[src/rtl/step_dump_controller.sv]
`timescale 1ns/1ps
`default_nettype none
// ---------------------------------------------------------------------------
// step_dump_controller: dumps 18 core registers over valid/ready, then pulses
// switchRun for RUN_CYCLES and counts the completed step.       rev 1.0
// ---------------------------------------------------------------------------
module step_dump_controller #(
  parameter int SETTLE_CYCLES = 4,
  parameter int RUN_CYCLES    = 16,
  parameter int COUNT_W       = 16
) (
  input  logic               clkFast,
  input  logic               reset,
  input  logic               start,
  input  logic               auto_mode,
  input  logic               halt,
  input  logic [31:0]        reg_read_data_1,
  input  logic               dump_ready,
  output logic [4:0]         SwitchSelector,
  output logic               switchRun,
  output logic               dump_valid,
  output logic [4:0]         dump_index,
  output logic [31:0]        dump_data,
  output logic [COUNT_W-1:0] step_count,
  output logic               busy,
  output logic               done
);

  localparam int               MAX_CYC     = (SETTLE_CYCLES > RUN_CYCLES) ? SETTLE_CYCLES : RUN_CYCLES;
  localparam int               CNT_W       = $clog2(MAX_CYC + 1);
  localparam logic [CNT_W-1:0] SETTLE_LAST = CNT_W'(SETTLE_CYCLES - 1);
  localparam logic [CNT_W-1:0] RUN_LAST    = CNT_W'(RUN_CYCLES - 1);
  localparam logic [4:0]       LAST_SLOT   = 5'd17;

  typedef enum logic [2:0] {
    S_IDLE   = 3'd0,
    S_SELECT = 3'd1,
    S_EMIT   = 3'd2,
    S_RUN    = 3'd3,
    S_DONE   = 3'd4
  } state_t;

  state_t             state_q, state_d;
  logic [4:0]         slot_q, slot_d;
  logic [CNT_W-1:0]   cnt_q, cnt_d;
  logic [4:0]         sel_q, sel_d;
  logic               run_q, run_d;
  logic               valid_q, valid_d;
  logic [4:0]         idx_q, idx_d;
  logic [31:0]        data_q, data_d;
  logic [COUNT_W-1:0] count_q, count_d;
  logic               busy_q, busy_d;
  logic               done_q, done_d;

  // Scan order: slots 0-7 -> 16-23, 8-15 -> 8-15, 16-17 -> 24-25.
  function automatic logic [4:0] slot_to_idx(input logic [4:0] s);
    if (s < 5'd8)       return s + 5'd16;
    else if (s < 5'd16) return s;
    else                return s + 5'd8;
  endfunction

  always_comb begin
    state_d = state_q;
    slot_d  = slot_q;
    cnt_d   = cnt_q;
    sel_d   = sel_q;
    run_d   = run_q;
    valid_d = valid_q;
    idx_d   = idx_q;
    data_d  = data_q;
    count_d = count_q;
    done_d  = 1'b0;

    unique case (state_q)
      S_IDLE: begin
        if (start) begin
          state_d = S_SELECT;
          slot_d  = 5'd0;
          cnt_d   = '0;
          sel_d   = slot_to_idx(5'd0);
        end
      end
      S_SELECT: begin
        if (cnt_q == SETTLE_LAST) begin
          data_d  = reg_read_data_1;
          idx_d   = sel_q;
          valid_d = 1'b1;
          state_d = S_EMIT;
        end else begin
          cnt_d = cnt_q + 1'b1;
        end
      end
      S_EMIT: begin
        if (dump_ready) begin
          valid_d = 1'b0;
          cnt_d   = '0;
          if (slot_q != LAST_SLOT) begin
            slot_d  = slot_q + 5'd1;
            sel_d   = slot_to_idx(slot_q + 5'd1);
            state_d = S_SELECT;
          end else begin
            run_d   = 1'b1;
            state_d = S_RUN;
          end
        end
      end
      S_RUN: begin
        if (cnt_q == RUN_LAST) begin
          run_d   = 1'b0;
          done_d  = 1'b1;
          count_d = count_q + COUNT_W'(1);
          state_d = S_DONE;
        end else begin
          cnt_d = cnt_q + 1'b1;
        end
      end
      S_DONE: begin
        // halt only matters here: it stops chaining, never an in-flight step.
        if (auto_mode && !halt) begin
          state_d = S_SELECT;
          slot_d  = 5'd0;
          cnt_d   = '0;
          sel_d   = slot_to_idx(5'd0);
        end else begin
          state_d = S_IDLE;
        end
      end
      default: state_d = S_IDLE;
    endcase

    busy_d = (state_d != S_IDLE);
  end

  always_ff @(posedge clkFast or negedge reset) begin
    if (!reset) begin
      state_q <= S_IDLE;
      slot_q  <= '0;
      cnt_q   <= '0;
      sel_q   <= '0;
      run_q   <= 1'b0;
      valid_q <= 1'b0;
      idx_q   <= '0;
      data_q  <= '0;
      count_q <= '0;
      busy_q  <= 1'b0;
      done_q  <= 1'b0;
    end else begin
      state_q <= state_d;
      slot_q  <= slot_d;
      cnt_q   <= cnt_d;
      sel_q   <= sel_d;
      run_q   <= run_d;
      valid_q <= valid_d;
      idx_q   <= idx_d;
      data_q  <= data_d;
      count_q <= count_d;
      busy_q  <= busy_d;
      done_q  <= done_d;
    end
  end

  assign SwitchSelector = sel_q;
  assign switchRun      = run_q;
  assign dump_valid     = valid_q;
  assign dump_index     = idx_q;
  assign dump_data      = data_q;
  assign step_count     = count_q;
  assign busy           = busy_q;
  assign done           = done_q;

endmodule

`default_nettype wire

[config.mk]
export PLATFORM = sky130hd
export DESIGN_NAME = step_dump_controller
export DESIGN_NICKNAME = d
export VERILOG_FILES = /design/src/rtl/step_dump_controller.sv
export SDC_FILE = /design/constraint.sdc
export NUM_CORES = 1
export LEC_CHECK = 0
export CORE_ASPECT_RATIO = 1.2
export CORE_UTILIZATION = 46
export DETAILED_ROUTE_END_ITERATION = 6
export GPL_ROUTABILITY_DRIVEN = 0
export PLACE_DENSITY_LB_ADDON = 0.2
export SYNTH_ARGS = -nofsm -noshare
export SYNTH_HDL_FRONTEND = slang
export SYNTH_SLANG_ARGS = --single-unit
[constraint.sdc]
create_clock -name clkFast -period 2.95 [get_ports clkFast]
set_clock_uncertainty 0.1 [all_clocks]
set_input_delay 0.59 -clock clkFast [delete_from_list [all_inputs] [get_ports clkFast]]
set_output_delay 0.59 -clock clkFast [all_outputs]
set_load 0.02 [all_outputs]
==> summary.md <==
### Setup path
* reg-to-reg endpoint: cnt_q[0]$_DFFE_PN0P_
* largest stage delay on the critical path: 0.41 ns
* cell family with the largest share of critical-path delay: simple AND/OR/NAND/NOR gates
* Worst path depth: 7
* cells along the critical path: ha_1 > and3_1 > ha_1 > and2_1 > a211oi_2 > nor2_1 > mux2_2
* Setup crit start kind: flip-flop
* Setup crit start: cnt_q[0]$_DFFE_PN0P_
* Crit. End Element: flip-flop
* dominant cell type by count on the critical path: sky130_fd_sc_hd__ha_1
* CP Capture Point: cnt_q[0]$_DFFE_PN0P_
* worst endpoint data arrival time: 2.43 ns
* combined buffer and inverter count along the critical path: 0
* launch instance of the worst register-to-register path: cnt_q[0]$_DFFE_PN0P_
* WS Path Type: reg -> reg
* CP Max Fanout: 7
* library cell contributing the largest single delay on the critical path: sky130_fd_sc_hd__dfrtp_1
* reg2reg path depth: 7
* CP Data Required Time: 3.08 ns
* setup slack of the worst register-to-register path: 0.65 ns

### Synth
* net count after synthesis: 278
* top cells by area, synth: sky130_fd_sc_hd__dfrtp_1, sky130_fd_sc_hd__mux2_2, sky130_fd_sc_hd__xnor2_1
* sequential-to-total area share from yosys stat: 0.570
* instance count of the mapped netlist: 235
* Mapped Area: 3160 µm²
* cell taking the most area after synthesis: sky130_fd_sc_hd__dfrtp_1
* mean instance size in the synthesized netlist: 13.4 µm²
* top cell type's share of synthesized area: 0.570
* Post-synth top flop: sky130_fd_sc_hd__dfrtp_1
* FFs w/ async S/R, synth: 1.00
* top cells by instance count after synthesis: sky130_fd_sc_hd__dfrtp_1, sky130_fd_sc_hd__mux2_2, sky130_fd_sc_hd__nand2_1, sky130_fd_sc_hd__xnor2_1, sky130_fd_sc_hd__and3_1
* EDFF count, synth: 0
* post-synthesis sequential element count: 72
* most frequent cell after synthesis: sky130_fd_sc_hd__dfrtp_1
* count of warnings emitted by yosys: 0
* number of unique standard cell types used by synthesis: 44

### Power
* cell leakage power: 1.95 nW
* switching part of the total: 0.338
* switching power: 1.35 mW
* combinational share of power: 0.419
* total internal power: 2.65 mW
* power density over the cells: 913 nW/µm²
* Flop pwr share: 0.385
* worst ir drop on vdd: 0.000597 V
* clock share of power: 0.196

### Clocking
* number of sinks driven by the clock tree: 72
* post-CTS repair timing setup buffer count: 0
* Root Driver: sky130_fd_sc_hd__clkbuf_8
* clock tree from TritonCTS: built
* Post-CTS Resized: 0
* TritonCTS Buffers: 9
* number of H-tree levels: 3
* latest clock arrival within the worst-skew pair: 0.34 ns
* clock buffer depth: 2
* number of hold buffers added after CTS: 0
* Clock Pin Slew Worst Setup and Hold Paths: 0.08 ns

### Layout
* Final #Nets: 378
* share of cells above drive strength 1: 0.203
* area used by multi-input combinational logic: 1220 µm²
* layout overhead on the synthesized area: 38.7%
* Filler Cell Count: 493
* Seq. cell area: 1800 µm²
* number of antenna repair diodes: 0
* final design instance area without fill: 4380 µm²

### Placement
* total half-perimeter wirelength after legalization and detailed placement: 4.37 mm
* placed cell area: 4180 µm²
* PortBufs: 99

### Detailed routing
* via/cell ratio: 5.08
* first-pass iteration count of the detailed router: 4
* wirelength, routed: 6.21 mm
* remaining design rule violation count: 0
* number of antenna-violating nets in the routed design: 0
* drt initial violations: 67
* vias: 2,160
* Wirelength per Cell: 14.6 µm

### Timing
* max-slew headroom at the worst pin: 0.406
* actual slew at the worst max-slew pin: 0.890 ns
* hold violation count in the final report: 0
* final critical path time including I/O delays and setup: 2.30 ns
* Finish-stage setup viols: 0
* worst slack on hold paths: 0.271 ns
* number of slew-limit violations in the final report: 0
* peak clock frequency supported by timing: 434 MHz
* Fin Setup TNS: 0 ns
* unrepaired setup endpoints after global routing: no
* period utilization: 0.780

### Global route
* vias in the first global route: 2,245
* number of antenna violations at the first check in global routing: 0
* first-pass GRT wire length: 10.3 mm
* Congestion Overflow GR: 0
* maximum number of pins on one net before global-route repair: 41
* all-layer global routing usage: 0.186

### Floorplan
* die area: 7200 µm²
* Boundary Pins: 100
* placement row count: 32
* chip width: 77.7 µm
* placeable core region: 6530 µm²
* initial core utilization: 0.484
* Vert. Die Dim: 92.8 µm

### Run status
* run status: finished clean

### Hold path
* path class of the lowest-slack min-delay path: in -> async

### Run
* max-cap violations: 0

==> area by class of cell <==
cell class / instances / area share
clock buffer: 10 / 0.0314
tap: 85 / 0.0243
multi-input combinational: 142 / 0.278
inverter: 8 / 0.00685
sequential: 72 / 0.411
timing repair buffer: 102 / 0.233
clock inverter: 6 / 0.0154
==> registers in the layout (all words and copies together) (netlist names) <==
signal,flops
dump_data,32
step_count,16
cnt_q,5
dump_index,5
slot_q,5
state_q,3
SwitchSelector,2
busy,1
done,1
dump_valid,1
switchRun,1
==> per-stage QoR <==
step	setup slack, ns	total power [mW]	cells	utilization
global route	0.514	4.22	425	0.672
finish	0.648	4.00	425	0.672
detailed placement	0.651	3.25	409	0.640
global placement	0.706	3.21	409	0.640
CTS	0.664	4.05	425	0.672
floorplan	0.860	2.53	235	-
==> metal layers <==
layer,up-vias,part of all wire,global-route usage
li1,1030,-,-
met1,1039,0.45,0.229
met2,82,0.46,0.296
met3,9,0.068,0.0473
met4,0,0.019,0.108
met5,-,0,0
==> power groups by stage <==
| stage | clock [mW] | combinational (mW) | sequential [mW] |
|---|---|---|---|
| 3_3_place_gp | 0 | 1.67 | 1.54 |
| 2_1_floorplan | 0 | 0.677 | 1.85 |
| 4_1_cts | 0.812 | 1.70 | 1.54 |
| 3_5_place_dp | 0 | 1.69 | 1.56 |
| 5_1_grt | 0.851 | 1.78 | 1.59 |
| 6_report | 0.784 | 1.68 | 1.54 |
==> placed cells by master (no fill, tap or decap), drive strengths merged, types with 5 or more instances in the layout <==
master,synthesis,layout
and3,9,9
clkbuf,1,10
clkdlybuf4s50,0,98
dfrtp,72,72
ha,5,5
inv,8,9
mux2,38,38
nand2,10,10
nand3,7,7
nand4,7,7
nor2,5,5
xnor2,10,10
xor2,8,8
==> worst min-delay path by stage <==
stage	slack, ns	end	cells after the start
finish	0.27	dump_data[5]$_DFFE_PN0P_	1
CTS	0.30	dump_data[5]$_DFFE_PN0P_	1
floorplan	0.19	SwitchSelector[3]$_DFFE_PN0P_	0
detailed placement	0.37	step_count[15]$_DFFE_PN0P_	1
global placement	0.37	step_count[15]$_DFFE_PN0P_	1
global route	0.34	dump_data[4]$_DFFE_PN0P_	1
==> logic make-up after synthesis <==
family / count (synthesis) / share of synthesized area
multiplexers: 40 / 0.142
AND/OR/NAND/NOR: 57 / 0.118
buffers and inverters: 21 / 0.0444
XOR/XNOR: 18 / 0.0499
adder cells (fa/ha/maj): 5 / 0.0198
flip-flops: 72 / 0.570
AO/OA/AOI/OAI: 22 / 0.0562
No activity file was read; power rests on OpenSTA's default activity.
